===== config.mk =====
export PLATFORM = sky130hd
export DESIGN_NAME = boot_loader
export DESIGN_NICKNAME = d
export VERILOG_FILES = /design/src/rtl/boot_loader.sv
export SDC_FILE = /design/constraint.sdc
export NUM_CORES = 1
export LEC_CHECK = 0
export BUFFER_PORTS_ARGS = -buffer_cell sky130_fd_sc_hd__buf_2
export CAP_MARGIN = 0
export CORE_AREA = 3 3 206 208
export DETAILED_ROUTE_END_ITERATION = 10
export DIE_AREA = 0 0 209 211
export HOLD_SLACK_MARGIN = 0.02
export MAX_ROUTING_LAYER = met4
export SLEW_MARGIN = 5
export SYNTH_ARGS = -nofsm -noshare
export SYNTH_HDL_FRONTEND = slang
export SYNTH_SLANG_ARGS = --single-unit

===== constraint.sdc =====
create_clock -name i_clk -period 26.5 [get_ports i_clk]
set_clock_uncertainty 0.2 [all_clocks]
set_input_delay 0 -clock i_clk [delete_from_list [all_inputs] [get_ports i_clk]]
set_output_delay 0 -clock i_clk [all_outputs]
set_load 0.005 [all_outputs]

===== src/rtl/boot_loader.sv =====
// UART boot-protocol responder: loads checksummed word frames into memory,
// then releases the core from reset at the requested start PC.
module boot_loader #(
    parameter int unsigned TIMEOUT_CYCLES = 2500000,
    parameter logic [7:0]  CMD_LOAD       = 8'h10,
    parameter logic [7:0]  CMD_START      = 8'h20
) (
    input  logic        i_clk,
    input  logic        i_rst,
    input  logic        i_rx_fresh,
    input  logic [7:0]  i_rx_data,
    output logic [7:0]  o_tx_data,
    output logic        o_tx_valid,
    input  logic        i_tx_ack,
    output logic [31:0] o_mem_addr,
    output logic [31:0] o_mem_wdata,
    output logic        o_mem_we,
    input  logic        i_mem_ack,
    output logic        o_core_rst,
    output logic [31:0] o_start_pc,
    output logic        o_busy
);

    // Handshakes: o_mem_we/o_mem_addr/o_mem_wdata hold until i_mem_ack is seen
    // high on a clock edge; o_tx_valid/o_tx_data hold until i_tx_ack likewise.
    typedef enum logic [3:0] {
        ST_IDLE,
        ST_L_SIZE,
        ST_L_ADDR,
        ST_L_SUM,
        ST_L_DATA,
        ST_L_WRITE,
        ST_L_CHECK,
        ST_STATUS,
        ST_S_ADDR,
        ST_RUN
    } state_t;

    localparam logic [31:0] TMO_LAST = 32'(TIMEOUT_CYCLES - 1);

    state_t      state_q, state_d;
    logic [1:0]  cnt_q, cnt_d;
    logic [31:0] field_q, field_d;
    logic [31:0] size_q, size_d;
    logic [31:0] base_q, base_d;
    logic [31:0] chk_q, chk_d;
    logic [31:0] sum_q, sum_d;
    logic [31:0] idx_q, idx_d;
    logic [31:0] tmo_q, tmo_d;
    logic [7:0]  tx_data_q, tx_data_d;
    logic        tx_valid_q, tx_valid_d;
    logic [31:0] mem_addr_q, mem_addr_d;
    logic [31:0] mem_wdata_q, mem_wdata_d;
    logic        mem_we_q, mem_we_d;
    logic        core_rst_q, core_rst_d;
    logic [31:0] start_pc_q, start_pc_d;

    logic [31:0] field_next;
    logic        timed;
    logic        last_byte;
    logic        tmo_hit;

    // Fields arrive little-endian, so each new byte shifts in from the top.
    assign field_next = {i_rx_data, field_q[31:8]};
    assign last_byte  = i_rx_fresh && (cnt_q == 2'd3);
    assign timed      = (state_q == ST_L_SIZE) || (state_q == ST_L_ADDR) ||
                        (state_q == ST_L_SUM)  || (state_q == ST_L_DATA) ||
                        (state_q == ST_S_ADDR);
    assign tmo_hit    = timed && !i_rx_fresh && (tmo_q >= TMO_LAST);

    always_ff @(posedge i_clk or posedge i_rst) begin
        if (i_rst) begin
            state_q     <= ST_IDLE;
            cnt_q       <= '0;
            field_q     <= '0;
            size_q      <= '0;
            base_q      <= '0;
            chk_q       <= '0;
            sum_q       <= '0;
            idx_q       <= '0;
            tmo_q       <= '0;
            tx_data_q   <= '0;
            tx_valid_q  <= 1'b0;
            mem_addr_q  <= '0;
            mem_wdata_q <= '0;
            mem_we_q    <= 1'b0;
            core_rst_q  <= 1'b1;
            start_pc_q  <= '0;
        end else begin
            state_q     <= state_d;
            cnt_q       <= cnt_d;
            field_q     <= field_d;
            size_q      <= size_d;
            base_q      <= base_d;
            chk_q       <= chk_d;
            sum_q       <= sum_d;
            idx_q       <= idx_d;
            tmo_q       <= tmo_d;
            tx_data_q   <= tx_data_d;
            tx_valid_q  <= tx_valid_d;
            mem_addr_q  <= mem_addr_d;
            mem_wdata_q <= mem_wdata_d;
            mem_we_q    <= mem_we_d;
            core_rst_q  <= core_rst_d;
            start_pc_q  <= start_pc_d;
        end
    end

    always_comb begin
        state_d     = state_q;
        cnt_d       = cnt_q;
        field_d     = field_q;
        size_d      = size_q;
        base_d      = base_q;
        chk_d       = chk_q;
        sum_d       = sum_q;
        idx_d       = idx_q;
        tmo_d       = '0;
        tx_data_d   = tx_data_q;
        tx_valid_d  = tx_valid_q;
        mem_addr_d  = mem_addr_q;
        mem_wdata_d = mem_wdata_q;
        mem_we_d    = mem_we_q;
        core_rst_d  = core_rst_q;
        start_pc_d  = start_pc_q;

        // Only field-collecting states accept bytes and run the idle timer.
        if (timed) begin
            tmo_d = i_rx_fresh ? '0 : tmo_q + 32'd1;
            if (i_rx_fresh) begin
                field_d = field_next;
                cnt_d   = cnt_q + 2'd1;
            end
        end

        case (state_q)
            ST_IDLE: begin
                cnt_d = '0;
                if (i_rx_fresh) begin
                    if (i_rx_data == CMD_LOAD) begin
                        state_d = ST_L_SIZE;
                    end else if (i_rx_data == CMD_START) begin
                        state_d = ST_S_ADDR;
                    end else begin
                        tx_data_d  = 8'hFF;
                        tx_valid_d = 1'b1;
                        state_d    = ST_STATUS;
                    end
                end
            end
            ST_L_SIZE: begin
                if (last_byte) begin
                    size_d  = field_next;
                    state_d = ST_L_ADDR;
                end
            end
            ST_L_ADDR: begin
                if (last_byte) begin
                    base_d  = {field_next[31:2], 2'b00};
                    state_d = ST_L_SUM;
                end
            end
            ST_L_SUM: begin
                if (last_byte) begin
                    chk_d   = field_next;
                    sum_d   = '0;
                    idx_d   = '0;
                    state_d = (size_q == 32'd0) ? ST_L_CHECK : ST_L_DATA;
                end
            end
            ST_L_DATA: begin
                if (last_byte) begin
                    mem_addr_d  = base_q + {idx_q[29:0], 2'b00};
                    mem_wdata_d = field_next;
                    mem_we_d    = 1'b1;
                    state_d     = ST_L_WRITE;
                end
            end
            ST_L_WRITE: begin
                if (i_mem_ack) begin
                    sum_d    = sum_q + mem_wdata_q;
                    idx_d    = idx_q + 32'd1;
                    mem_we_d = 1'b0;
                    state_d  = (idx_q + 32'd1 == size_q) ? ST_L_CHECK : ST_L_DATA;
                end
            end
            ST_L_CHECK: begin
                tx_data_d  = (sum_q == chk_q) ? 8'h01 : 8'h00;
                tx_valid_d = 1'b1;
                state_d    = ST_STATUS;
            end
            ST_STATUS: begin
                if (i_tx_ack) begin
                    tx_valid_d = 1'b0;
                    state_d    = ST_IDLE;
                end
            end
            ST_S_ADDR: begin
                if (last_byte) begin
                    start_pc_d = {field_next[31:2], 2'b00};
                    state_d    = ST_RUN;
                end
            end
            ST_RUN: begin
                // The PC register settles one cycle before the core is released.
                core_rst_d = 1'b0;
            end
            default: begin
                state_d = ST_IDLE;
            end
        endcase

        if (tmo_hit) begin
            state_d  = ST_IDLE;
            cnt_d    = '0;
            tmo_d    = '0;
            mem_we_d = 1'b0;
        end
    end

    assign o_tx_data   = tx_data_q;
    assign o_tx_valid  = tx_valid_q;
    assign o_mem_addr  = mem_addr_q;
    assign o_mem_wdata = mem_wdata_q;
    assign o_mem_we    = mem_we_q;
    assign o_core_rst  = core_rst_q;
    assign o_start_pc  = start_pc_q;
    assign o_busy      = (state_q != ST_IDLE) && (state_q != ST_RUN);

endmodule


# Word level (Yosys, flattened, before mapping)

Index checks and enable logic that the tools add are counted.

Memory bits (writable): 0
ROM bits: 0
Register bits: 333
Latch bits: 0
Bits of input ports: 13
Memories: 0

Eq/ne operators: 30
Div/mod/pow operators: 0
Multiply operators: 0
Reduce and logical (&&, ||, !) cells: 30
$add $sub $neg: 5
Shift-type cells: 0
Bitwise gates (word level): 0
Muxes and demuxes: 40
Order comparisons: 1

Operators with widths:

| cell                  | number |
|---|---|
| $mux 32               | 6 |
| $pmux 32 s2           | 2 |
| $add 32x1->32 const B | 2 |
| $add 32x32->32        | 2 |
| $eq 32x32->1          | 2 |
| $mux 4                | 11 |
| $pmux 4 s10           | 1 |
| $ge 32x22->1 const B  | 1 |
| $logic_not 32->1      | 1 |
| $mux 8                | 3 |
| $ne 3x3->1 const B    | 8 |
| $eq 4x3->1 const B    | 4 |
| $pmux 8 s2            | 1 |
| $ne 2x2->1 const B    | 7 |
| $reduce_and 2->1      | 7 |
| $mux 2                | 6 |
| $reduce_bool 3->1     | 4 |
| $reduce_and 9->1      | 1 |
| $eq 4x2->1 const B    | 2 |
| $eq 4x4->1 const B    | 2 |
| $eq 8x5->1 const B    | 1 |
| $eq 8x6->1 const B    | 1 |
| $mux 1                | 8 |
| $reduce_and 3->1      | 2 |
| other kinds (14)      | 21 |

# Depth between registers and ports, before layout

Gate-level depths: netlist of run 1.

Word-level depth: 9
Depth in mapped cells: 13
Mapped depth without buffers: 13

# Worst setup path before layout of run 1

No wires, ideal clock.

Kind: register to register
Start point: register mem_wdata_q[0], in the netlist o_mem_wdata[0]
End point: register sum_q[30]
Data required time: 26.171 ns
Library setup time: 0.129 ns
Arrival time: 2.876 ns
Path buffers: 0
Period minus slack after synthesis: 3.205 ns
Slack: 23.295 ns
Cell stages (with the launch flop): 13
Path through: dfrtp_1 -> ha_1 -> fa_1 -> a211oi_1 -> o21ai_1 -> a31oi_1 -> nor3_1 -> o41ai_2 -> o2111ai_1 -> a21o_1 -> a21oi_1 -> xor2_1 -> o21ai_1

Cells in the longest elaborated chain, start to end: 3

Ends and longest elaborated chain:

| element                | RTL line | RTL |
|---|---|---|
| from (decl)            | 53       | `logic [31:0] mem_wdata_q, mem_wdata_d;` |
| from (signal assigned) | 102      | `mem_wdata_q <= mem_wdata_d;` |
| $add 32x32->32         | 181      | `sum_d = sum_q + mem_wdata_q;` |
| $mux 32                | 180      | `if (i_mem_ack) begin` |
| $pmux 32 s2            | 136      | `case (state_q)` |
| to (signal assigned)   | 96       | `sum_q <= sum_d;` |
| to (decl)              | 47       | `logic [31:0] sum_q, sum_d;` |

No other way between the ends. The select of a mux whose other input is x is not followed.
A chain may end at the register's enable or synchronous reset.

# Final worst setup path of run 1

Start point: register sum_q[0]
End point: register sum_q[30]

Cells in the longest elaborated chain, start to end: 3

Ends and longest elaborated chain:

| element        | RTL line |
|---|---|
| $add 32x32->32 | 181 |
| $mux 32        | 180 |
| $pmux 32 s2    | 136 |

No other way between the ends. The select of a mux whose other input is x is not followed.

==> results of run 1 <==
logic make-up (layout without fill, tap and decap cells):
| group | count (synthesis) | after routing | synth area share [%] |
|---|---|---|---|
| other | 1 | 15 | 0.02249 |
| AND/OR/NAND/NOR | 411 | 411 | 12.04 |
| XOR/XNOR | 153 | 153 | 8.037 |
| adder cells (fa/ha/maj) | 65 | 65 | 4.968 |
| flip-flops | 317 | 317 | 47.58 |
| buffers and inverters | 101 | 234 | 2.604 |
| multiplexers | 185 | 185 | 12.48 |
| AO/OA/AOI/OAI | 336 | 336 | 12.27 |
critical path: cells and delay by family (launching register included):
kind                       cells  cell delay, ps
AOI/OAI and AO/OA              8            2070
xor gates and xnor gates       1             190
adders and majority gates      2             670
DFF                            1             410
and+or+nand+nor                1             180
synth_stat cells (all sizes together) (8+ instances only):
master / count / area share (%)
a31oi: 12 / 0.45
o21ai: 141 / 4.2
nor3: 22 / 0.73
buf: 22 / 0.82
o2111ai: 8 / 0.42
o31ai: 16 / 0.72
dfrtp: 316 / 47
mux2: 183 / 12
a21oi: 69 / 2.1
nand4: 25 / 1.0
xor2: 57 / 3.0
a22o: 11 / 0.58
or3: 8 / 0.30
o211ai: 8 / 0.36
nand2: 136 / 3.1
xnor2: 96 / 5.0
nor4: 17 / 0.64
nor2b: 9 / 0.34
ha: 63 / 4.7
clkbuf: 53 / 1.2
nor2: 91 / 2.1
and3: 18 / 0.77
and2: 10 / 0.38
nand3: 44 / 1.4
inv: 26 / 0.59
nand2b: 15 / 0.56
a21o: 26 / 1.2
stage by stage:
stage                     setup WS [ps]  hold WS [ps]
final                             22630         181.4
after global routing              22330         237.2
after CTS                         22670         168.5
after detailed placement          22740         49.02
after global placement            22770         44.21
after floorplan                   17530        -49.43
registers in the layout, indices dropped and copies added (netlist names), 4 cells and up:
name,count
base_q,30
chk_q,32
field_q,24
idx_q,32
o_mem_addr,30
o_mem_wdata,32
o_start_pc,30
size_q,32
state_q,4
sum_q,32
tmo_q,32
power by group through the flow:
stage	Clock [mW]	Combinational, mW	Sequential (mW)
global placement	0	0.460	0.744
global route	0.564	0.517	0.754
CTS	0.544	0.473	0.739
finish	0.531	0.469	0.738
floorplan	0	0.354	0.665
detailed placement	0	0.465	0.748
layout make-up:
cell class	instances	area share [%]
Antenna cell	1	0.01306
Clock buffer	54	5.859
Clock inverter	11	0.7642
Inverter	26	0.5487
Multi-Input combinational cell	1164	43.64
Sequential cell	317	41.42
Tap cell	532	3.475
Timing Repair Buffer	143	4.285
worst max-delay path by stage:
stage                                          start                endpoint  slack [ps]  cells after the start
final                           sum_q[0]$_DFFE_PP0P_   sum_q[30]$_DFFE_PP0P_       22630                     12
after global routing            sum_q[0]$_DFFE_PP0P_   sum_q[30]$_DFFE_PP0P_       22330                     12
after global placement          sum_q[0]$_DFFE_PP0P_   sum_q[30]$_DFFE_PP0P_       22770                     12
after CTS                       sum_q[0]$_DFFE_PP0P_   sum_q[30]$_DFFE_PP0P_       22670                     12
after detailed placement  o_mem_wdata[0]$_DFFE_PP0P_   sum_q[30]$_DFFE_PP0P_       22740                     12
after floorplan                                i_rst  base_q[10]$_DFFE_PP0P_       17530                      1
routing by layer:
layer	up-vias	wire (µm)	global-route usage (%)
met5	-	0	-
met4	0	1122	6.651
met3	69	2103	3.461
met2	269	21360	33.62
met1	6127	20010	27.11
li1	5850	-	-
==> summary.md, run 1 <==
| Metric | Value |
|---|---|
| Via count | `between 10000 and 15000` |
| Via density | `~5.5` |
| Worst-path fanout max | `4` |
| CP Capture Type | `register` |
| Post-route cell area | `19160 µm²` |
| Post_cts resized | `0` |
| Sequential area share after synthesis | `a little under half` |
| DP Area | `17730 µm²` |
| Initial antenna violation count | `1` |
| Cell Count, Final, Fillers Out | `between 2000 and 2500` |
| # port buffers | `between 100 and 150` |
| Critical R2R Launch | `sum_q[0]$_DFFE_PP0P_` |
| Wire per inst | `approximately 20 µm` |
| Tcrit/Tclk final | `14.62%` |
| R2r endpoint | `sum_q[30]$_DFFE_PP0P_` |
| Comb pwr share | `between 20% and 30%` |
| Switching share of total power | `between 30% and 40%` |
| Layout cells sized above 1 | `22.33%` |
| Layout area overhead | `14.89%` |
| Core Area | `just over 40000 µm²` |
| Pleak | `roughly 9.3 nW` |
| Setup CP Type | `reg -> reg` |
| IO Pins | `121` |
| Kind of start point of the critical path | `register` |
| Final Power | `about 1.7 mW` |
| Fin nets | `1767` |
| Horiz. Die Dim | `approximately 210 µm` |
| Dpl hpwl | `between 30000 and 40000 µm` |
| GRT Total Usage | `20.85%` |
| Total internal power | `1.132 mW` |
| Clk root buf | `clkbuf_16` |
| Setup bufs post-CTS | `0` |
| Crit path cell chain | `ha_1 > fa_1 > a211oi_1 > o21ai_1 > a31oi_1 > nor3_1 > o41ai_2 > o2111ai_1 > a21o_1 > a21oi_1 > xor2_1 > o21ai_1` |
| Max stage delay on crit path | `between 400 and 500 ps` |
| Synth Instances | `between 1500 and 2000` |
| Min-Delay Path Class | `in -> reg` |
| Initial Utilization | `between 40 and 50%` |
| Pins Over Slew Limit | `0` |
| Filler cells | `between 3000 and 4000` |
| CTS H-tree lvls | `2` |
| Area of the multi-input gates | `around 8400 µm²` |
| Hold depth | `4` |
| Worst EP required | `26690 ps` |
| Max-cap violation count | `0` |
| Dpl cells | `about 2200` |
| Final Hold Viols | `0` |
| Worst-path clk slew | `60 ps` |
| Most used DFF post-synth | `dfrtp_1` |
| Cell Area, Synth | `~17000 µm²` |
| R2R setup slack | `around 23000 ps` |
| Post-layout min period | `around 3900 ps` |
| Number of synthesized register bits | `317` |
| Power Density | `90.74 nW/µm²` |
| Clock Tree Buf Depth | `3` |
| Avg Inst Size Synth | `about 11 µm²` |
| Final wirelength | `roughly 45000 µm` |
| Most common cell after layout, fill and taps aside | `dfrtp_1` |
| Largest net degree at the start of global routing | `between 100 and 150` |
| Drt first pass iters | `5` |
| GR Overflow Total | `0` |
| Die area | `between 40000 and 50000 µm²` |
| Routability congestion estimate | `a little under 0.9` |
| Final antenna-violating net count | `0` |
| EDFF count, synth | `0` |
| CTS tree | `done` |
| Vias in the first global route | `between 10000 and 15000` |
| Layout Utilization | `47.02%` |
| Worst Hold Path EP | `cnt_q[1]$_DFFE_PP0P_` |
| Finish-stage setup viols | `0` |
| Maximum vdd drop | `~0.053 mV` |
| Outcome | `finished clean` |
| Critical path's most frequent cell | `o21ai_1` |
| CTS Sinks | `roughly 320` |
| FP Rows | `74` |
| Switching power | `slightly above 0.6 mW` |
| DIE HEIGHT | `211 µm` |
| Clock Power Share | `a little under a third` |
| Slew margin rel. | `26.87%` |
| Number of remaining DRC errors | `0` |
| Starting DRT DRC Count | `897` |
| Total area of sequential cells | `between 7000 and 8000 µm²` |
| Reg power frac | `42.5%` |
| Total negative slack | `0 ps` |
| Num CTS Buffers | `37` |
| Most frequent cells in the layout | `dfrtp_1, mux2_2, nand2_1` |
| Hold bufs inserted after CTS | `15` |
| First-pass GRT wire length | `70860 µm` |
| RSZ-0062 raised after global routing | `false` |
| FF-to-FF path depth | `12` |
| Yosys cell types | `around 70` |
| YS warnings | `0` |
| Crit-path slowest cell | `a31oi_1` |
| Worst EP arrival | `between 4000 and 5000 ps` |
| Hold_sp | `i_rx_fresh` |
| Clock latency on the worst-skew pair | `roughly 550 ps` |
| Worst-Margin Slew | `around 1100 ps` |
| Ys async rst share | `100.0%` |
| Fmax | `roughly 260 MHz` |
No activity file was read; power rests on OpenSTA's default activity.
==> run 2: changes to the inputs <==
- ABC_AREA: unset -> 1
- CORE_AREA: 3 3 206 208 -> 3 3 209 211
- DIE_AREA: 0 0 209 211 -> 0 0 212 214
- clock period: 26.5 -> 3.4 ns (I/O delays scaled with it)
==> summary.md, run 2 <==
| Metric | Value |
|---|---|
| Most used DFF post-synth | `dfrtp_1` |
| Worst-path clk slew | `50 ps (about the same)` |
| Worst Hold Path EP | `state_q[3]$_DFFE_PP0P_` |
| Finish-stage setup viols | `0 (unchanged)` |
| # port buffers | `116 (unchanged)` |
| Slew margin rel. | `25.65% (-1.2 points)` |
| CTS H-tree lvls | `2 (unchanged)` |
| Share of the synthesized area in the top cell type | `46.16% (-1.3 points)` |
| FP Rows | `75 (+1.4%)` |
| Layout Utilization | `47.07% (about the same)` |
| R2R setup slack | `510 ps (-22120 ps)` |
| Number of remaining DRC errors | `0 (unchanged)` |
| First-pass GRT wire length | `79530 µm (+12%)` |
| WL met1 | `22990 µm (+15%)` |
| DIE HEIGHT | `214 µm (+1.4%)` |
| Pins Over Slew Limit | `0 (unchanged)` |
| Post-layout min period | `2891 ps (-982.9 ps)` |
| Yosys cell types | `51 (-29%)` |
| Clock Tree Buf Depth | `3 (unchanged)` |
| Met2 routed wirelength | `22390 µm (+4.8%)` |
| Worst EP arrival | `3120 ps (-950 ps)` |
| IO Pins | `121 (unchanged)` |
| Via count | `14790 (+20%)` |
| GR Overflow Total | `0 (unchanged)` |
| R2r endpoint | `o_mem_addr[30]$_DFFE_PP0P_` |
| Post-route cell area | `19740 µm² (+3.1%)` |
| Synth Instances | `2165 (+38%)` |
| Dpl hpwl | `36000 µm (+18%)` |
| Num CTS Buffers | `38 (+2.7%)` |
| DP Area | `18340 µm² (+3.4%)` |
| Most frequent cell after synthesis | `nand2_1` |
| Clock latency on the worst-skew pair | `570 ps (+20 ps)` |
| Clk root buf | `clkbuf_16` |
| Max-cap violation count | `0 (unchanged)` |
| Maximum vdd drop | `0.4674 mV (+780%)` |
| Fin nets | `2379 (+35%)` |
| Horiz. Die Dim | `212 µm (+1.4%)` |
| Ys async rst share | `100.0% (unchanged)` |
| Cell Area, Synth | `17130 µm² (+2.7%)` |
| Hold_sp | `i_rx_fresh` |
| Vias in the first global route | `14510 (+19%)` |
| Worst-Margin Slew | `1111 ps (+14.31 ps)` |
| FF-to-FF path depth | `13 (+1)` |
| Core Area | `41950 µm² (+3.0%)` |
| Hold depth | `5 (+1)` |
| Fmax | `345.9 MHz (+34%)` |
| Kind of start point of the critical path | `register` |
| Critical R2R Launch | `idx_q[0]$_DFFE_PP0P_` |
| Final wirelength | `49310 µm (+11%)` |
| Final Hold Viols | `0 (unchanged)` |
| YS warnings | `0 (unchanged)` |
| Tcrit/Tclk final | `85.03% (+70 points)` |
| Top cells by area, synth | `dfrtp_1, nand2_1, o21ai_0` |
| Most common cell after layout, fill and taps aside | `nand2_1` |
| CTS Sinks | `317 (unchanged)` |
| CP Capture Type | `register` |
| Avg Inst Size Synth | `7.913 µm² (-26%)` |
| Diode count | `0 (-1)` |
| GRT Total Usage | `22.77% (+1.9 points)` |
| Setup CP Type | `reg -> reg` |
| Routed wl met3 | `2429 µm (+16%)` |
| Pleak | `9.583 nW (+2.7%)` |
| DR top layer | `met4` |
| Most frequent cells in the layout | `nand2_1, dfrtp_1, o21ai_0` |
| Initial Utilization | `40.84% (-0.086 points)` |
| Final Power | `16.19 mW (+830%)` |
| Layout cells sized above 1 | `10.44% (-12 points)` |
| Power Density | `820.0 nW/µm² (+800%)` |
| Die area | `45370 µm² (+2.9%)` |
| Drt first pass iters | `6 (+1)` |
| Worst EP required | `3630 ps (-23060 ps)` |
| Wire per inst | `17.20 µm (-13%)` |
| Outcome | `finished clean` |
| Setup bufs post-CTS | `0 (unchanged)` |
| Starting DRT DRC Count | `836 (-6.8%)` |
| Routability congestion estimate | `0.9242 (+6.1%)` |
| Area leader, netlist | `dfrtp_1` |
| Worst-path fanout max | `6 (+2)` |
| EDFF count, synth | `0 (unchanged)` |
| Number of synthesized register bits | `317 (unchanged)` |
| Initial antenna violation count | `1 (unchanged)` |
| Most frequent cells after synthesis | `nand2_1, dfrtp_1, o21ai_0` |
| CTS tree | `done` |
| Final antenna-violating net count | `0 (unchanged)` |
| Min-Delay Path Class | `in -> reg` |
| Layout area overhead | `15.24%` |
| RSZ-0062 raised after global routing | `false` |
| Sequential area share after synthesis | `46.31% (-1.3 points)` |
| Via density | `5.162 (-5.8%)` |
| Largest net degree at the start of global routing | `109 (-13%)` |
## run 2: metrics by stage
step,worst slack (ps),hold WS (ps),std cells,TNS [ps]
6_report,509.1,172.6,2866,0
3_3_place_gp,587.9,-174.0,2784,0
5_1_grt,261.0,186.6,2866,0
3_5_place_dp,556.8,-171.2,2784,0
4_1_cts,518.2,150.7,2866,0
2_1_floorplan,-1024,12.46,2178,-323590
## run 2: cell families (layout without fill, tap and decap cells)
group,after synthesis,after routing,share of synthesized area [%]
fa+ha+maj,65,65,4.835
xor+xnor,73,73,3.973
buf+inv,272,421,6.237
simple gates,984,984,24.31
other cells,1,14,0.02189
compound gates,453,453,14.31
flops,317,317,46.31
## run 2: final cells by class
| cell class | instances | area (µm²) |
|---|---|---|
| Fill cell | 4201 | 22200 |
| Multi-Input combinational cell | 1589 | 8185 |
| Sequential cell | 317 | 7934 |
| Clock buffer | 57 | 1102 |
| Timing Repair Buffer | 149 | 930.9 |
| Inverter | 206 | 777.0 |
| Tap cell | 539 | 674.4 |
| Clock inverter | 9 | 138.9 |
## run 2: metal layers
layer | GRT usage (%) | vias up
met5 | - | -
met2 | 35.10 | 351
met3 | 3.456 | 80
met4 | 6.832 | 0
met1 | 31.18 | 6936
li1 | - | 7427
## run 2: how the worst max path moves through the flow
stage                    startpoint                          to  slack, ps  cells after the start
2_1_floorplan                 i_rst      base_q[10]$_DFFE_PP0P_      -1020                      1
3_3_place_gp   idx_q[0]$_DFFE_PP0P_  o_mem_addr[30]$_DFFE_PP0P_        590                     13
3_5_place_dp   idx_q[0]$_DFFE_PP0P_  o_mem_addr[30]$_DFFE_PP0P_        560                     13
4_1_cts        idx_q[0]$_DFFE_PP0P_  o_mem_addr[30]$_DFFE_PP0P_        520                     13
5_1_grt        idx_q[0]$_DFFE_PP0P_  o_mem_addr[30]$_DFFE_PP0P_        260                     13
6_report       idx_q[0]$_DFFE_PP0P_  o_mem_addr[30]$_DFFE_PP0P_        510                     13
## run 2: worst max-delay path, cell delays in order, from the launching register on
cell and delay (ps):
dfrtp_1 460, ha_1 220, inv_1 60, fa_1 380
inv_1 130, nand2_1 70, o21ai_0 380, nand4_1 160
nand3_1 180, a21o_1 180, a21oi_1 90, xor2_1 140
nand2_1 60, nand2_1 50
## run 2: repair_timing
item | 4_1_cts | 5_1_grt
endpoints found under the hold margin | 433 | 0
resized for setup | 0 | 0
endpoints found under the setup margin | 0 | 0
hold buffers | 16 | 0
## run 2: power by group
group,internal (mW),total (mW),switching [mW]
clock network,2.40,4.03,1.63
registers,4.81,5.84,1.04
logic,2.31,6.31,4.00
total,9.52,16.2,6.67
==> run 3: changes to the inputs <==
- CORE_AREA: 3 3 209 211 -> 3 3 248 250
- DIE_AREA: 0 0 212 214 -> 0 0 251 253
==> summary.md, run 3 (same netlist as run 2, synthesis figures left out) <==
| Metric | Value |
|---|---|
| Worst EP required | `3650 ps (+20 ps)` |
| Max stage delay on crit path | `490 ps (+30 ps)` |
| Switching power | `6.806 mW (+2.1%)` |
| WL met1 | `24500 µm (+6.6%)` |
| Fmax | `347.9 MHz (+0.57%)` |
| Pleak | `9.636 nW (+0.55%)` |
| Max-cap violation count | `0 (unchanged)` |
| Crit path cell chain | `ha_1 > inv_1 > fa_1 > inv_1 > nand2_1 > o21ai_0 > nand4_1 > nand3_1 > a21o_1 > a21oi_1 > xor2_1 > nand2_1 > nand2_1` |
| FP Rows | `89 (+19%)` |
| Dpl hpwl | `36720 µm (+2.0%)` |
| Most frequent cells in the layout | `nand2_1, dfrtp_1, o21ai_0` |
| Layout cells sized above 1 | `10.83% (+0.39 points)` |
| Worst-path fanout max | `6 (unchanged)` |
| Critical path origin | `idx_q[0]$_DFFE_PP0P_` |
| Clk root buf | `clkbuf_16` |
| First-pass GRT wire length | `79140 µm (-0.49%)` |
| CTS tree | `done` |
| DIE HEIGHT | `253 µm (+18%)` |
| Setup WS post-layout | `525.4 ps (+16.34 ps)` |
| # port buffers | `116 (unchanged)` |
| Critical path's most frequent cell | `nand2_1` |
| Routability congestion estimate | `0.9125 (-1.3%)` |
| Dpl cells | `3019 (+8.4%)` |
| Via count | `14620 (-1.2%)` |
| Tcrit/Tclk final | `84.55% (-0.48 points)` |
| Largest net degree at the start of global routing | `110 (+0.92%)` |
| CP Capture Type | `register` |
| Worst-Margin Slew | `1109 ps (-2.104 ps)` |
| Area of the multi-input gates | `8185 µm² (unchanged)` |
| Layout Utilization | `33.99% (-13 points)` |
| Clock Power Share | `26.6% (+1.7 points)` |
| DP Area | `18630 µm² (+1.6%)` |
| Worst EP arrival | `3120 ps (about the same)` |
| Drt first pass iters | `5 (-1)` |
| Final wirelength | `50490 µm (+2.4%)` |
| Clock latency on the worst-skew pair | `560 ps (about the same)` |
| Post-route cell area | `20130 µm² (+2.0%)` |
| Crit-path slowest cell | `dfrtp_1` |
| Pins Over Slew Limit | `0 (unchanged)` |
| Vias in the first global route | `14030 (-3.3%)` |
| Starting DRT DRC Count | `1244 (+49%)` |
| Horiz. Die Dim | `251 µm (+18%)` |
| Reg power frac | `35.1% (-1.0 points)` |
| Critical path destination | `o_mem_addr[30]$_DFFE_PP0P_` |
| Total area of sequential cells | `7934 µm² (unchanged)` |
| Maximum vdd drop | `0.4012 mV (-14%)` |
| Clock Tree Buf Depth | `3 (unchanged)` |
| Number of remaining DRC errors | `0 (unchanged)` |
| RSZ-0062 raised after global routing | `false` |
| Setup CP Type | `reg -> reg` |
| Slew margin rel. | `25.79% (+0.14 points)` |
| FF-to-FF path depth | `13 (unchanged)` |
| Wire per inst | `16.29 µm (-5.3%)` |
| R2r endpoint | `o_mem_addr[30]$_DFFE_PP0P_` |
| Setup Slack @ Placement | `540.5 ps (-16.38 ps)` |
| Switching share of total power | `40.79% (-0.38 points)` |
| Comb pwr share | `38.4% (-0.6 points)` |
| Met2 routed wirelength | `21930 µm (-2.1%)` |
| R2R setup slack | `530 ps (+20 ps)` |
| Core Area | `59240 µm² (+41%)` |
| Routed wl met3 | `2836 µm (+17%)` |
| Power Density | `828.7 nW/µm² (+1.1%)` |
| Worst hold slack | `215.0 ps (+42.37 ps)` |
| CTS Sinks | `317 (unchanged)` |
| Outcome | `finished clean` |
| DR top layer | `met4` |
| Post-layout min period | `2875 ps (-16.34 ps)` |
| Layout area overhead | `17.53%` |
| Finish-stage setup viols | `0 (unchanged)` |
| Worst-path clk slew | `60 ps (about the same)` |
| Final Hold Viols | `0 (unchanged)` |
| Cell Count, Final, Fillers Out | `3100 (+8.2%)` |
| Most common cell after layout, fill and taps aside | `nand2_1` |
| IO Pins | `121 (unchanged)` |
| Total negative slack | `0 ps (unchanged)` |
| Final Power | `16.69 mW (+3.1%)` |
| GR Overflow Total | `0 (unchanged)` |
| Final antenna-violating net count | `0 (unchanged)` |
| Filler cells | `6213 (+48%)` |
| Die area | `63500 µm² (+40%)` |
| Via density | `4.715 (-8.7%)` |
| Num CTS Buffers | `38 (unchanged)` |
| Initial Utilization | `28.92% (-12 points)` |
| Min-Delay Path Class | `in -> reg` |
| Initial antenna violation count | `2 (+1)` |
| Fin nets | `2378 (-0.042%)` |
| Total internal power | `9.879 mW (+3.7%)` |
| Kind of start point of the critical path | `register` |
| GRT Total Usage | `16.32% (-6.4 points)` |
| CTS H-tree lvls | `2 (unchanged)` |
| Critical R2R Launch | `idx_q[0]$_DFFE_PP0P_` |
[run 3: changes by cell type in the layout (fill, tap and decap cells not counted), sizes merged]
cell         previous run  this run
buf                   133       134
dlygate4sd3            16        14
clkbuf                 57        49
diode                   0         1
inv                   206       205
clkinvlp                1         2
clkinv                  6         9
bufinv                  2         7
[run 3: layout make-up]
cell class	count	share of cell area, %
Inverter	206	3.865
Clock buffer	49	5.326
Sequential cell	317	39.40
Clock inverter	17	1.435
Tap cell	773	4.804
Multi-Input combinational cell	1589	40.65
Antenna cell	1	0.01243
Timing Repair Buffer	148	4.499
[run 3: worst min-delay path by stage]
stage,start,end,depth (start not counted)
floorplan,i_rx_fresh,state_q[3]$_DFFE_PP0P_,3
global placement,i_rst,o_mem_wdata[9]$_DFFE_PP0P_,2
detailed placement,i_rst,o_mem_wdata[9]$_DFFE_PP0P_,2
CTS,i_rx_data[7],base_q[31]$_DFFE_PP0P_,4
global route,i_rx_data[7],base_q[31]$_DFFE_PP0P_,4
finish,i_rx_data[7],base_q[31]$_DFFE_PP0P_,4
[run 3: critical path, delay by kind of cell (launching register included)]
kind,cells,cell delay (ps)
fa+ha+maj,2,630
compound gates,3,620
simple gates,5,500
flops,1,490
buf+inv,2,190
xor+xnor,1,140
[run 3: per-layer routing]
layer,vias to the layer above,track usage [%]
met5,-,-
met4,0,4.591
met3,58,2.609
met2,356,24.77
met1,6798,22.61
li1,7404,-
[run 3: power by group through the flow]
stage / sequential [mW] / combinational, mW / clock, mW
after global routing: 6.01 / 7.28 / 4.70
after global placement: 5.88 / 6.36 / 0
after CTS: 5.84 / 6.43 / 4.56
after floorplan: 5.61 / 4.44 / 0
after detailed placement: 5.89 / 6.38 / 0
final: 5.85 / 6.40 / 4.43
[run 3: what timing repair did]
action	CTS	global route
setup buffers	0	0
hold buffers	14	0
resized for setup	0	0
endpoints found under the hold margin	433	0
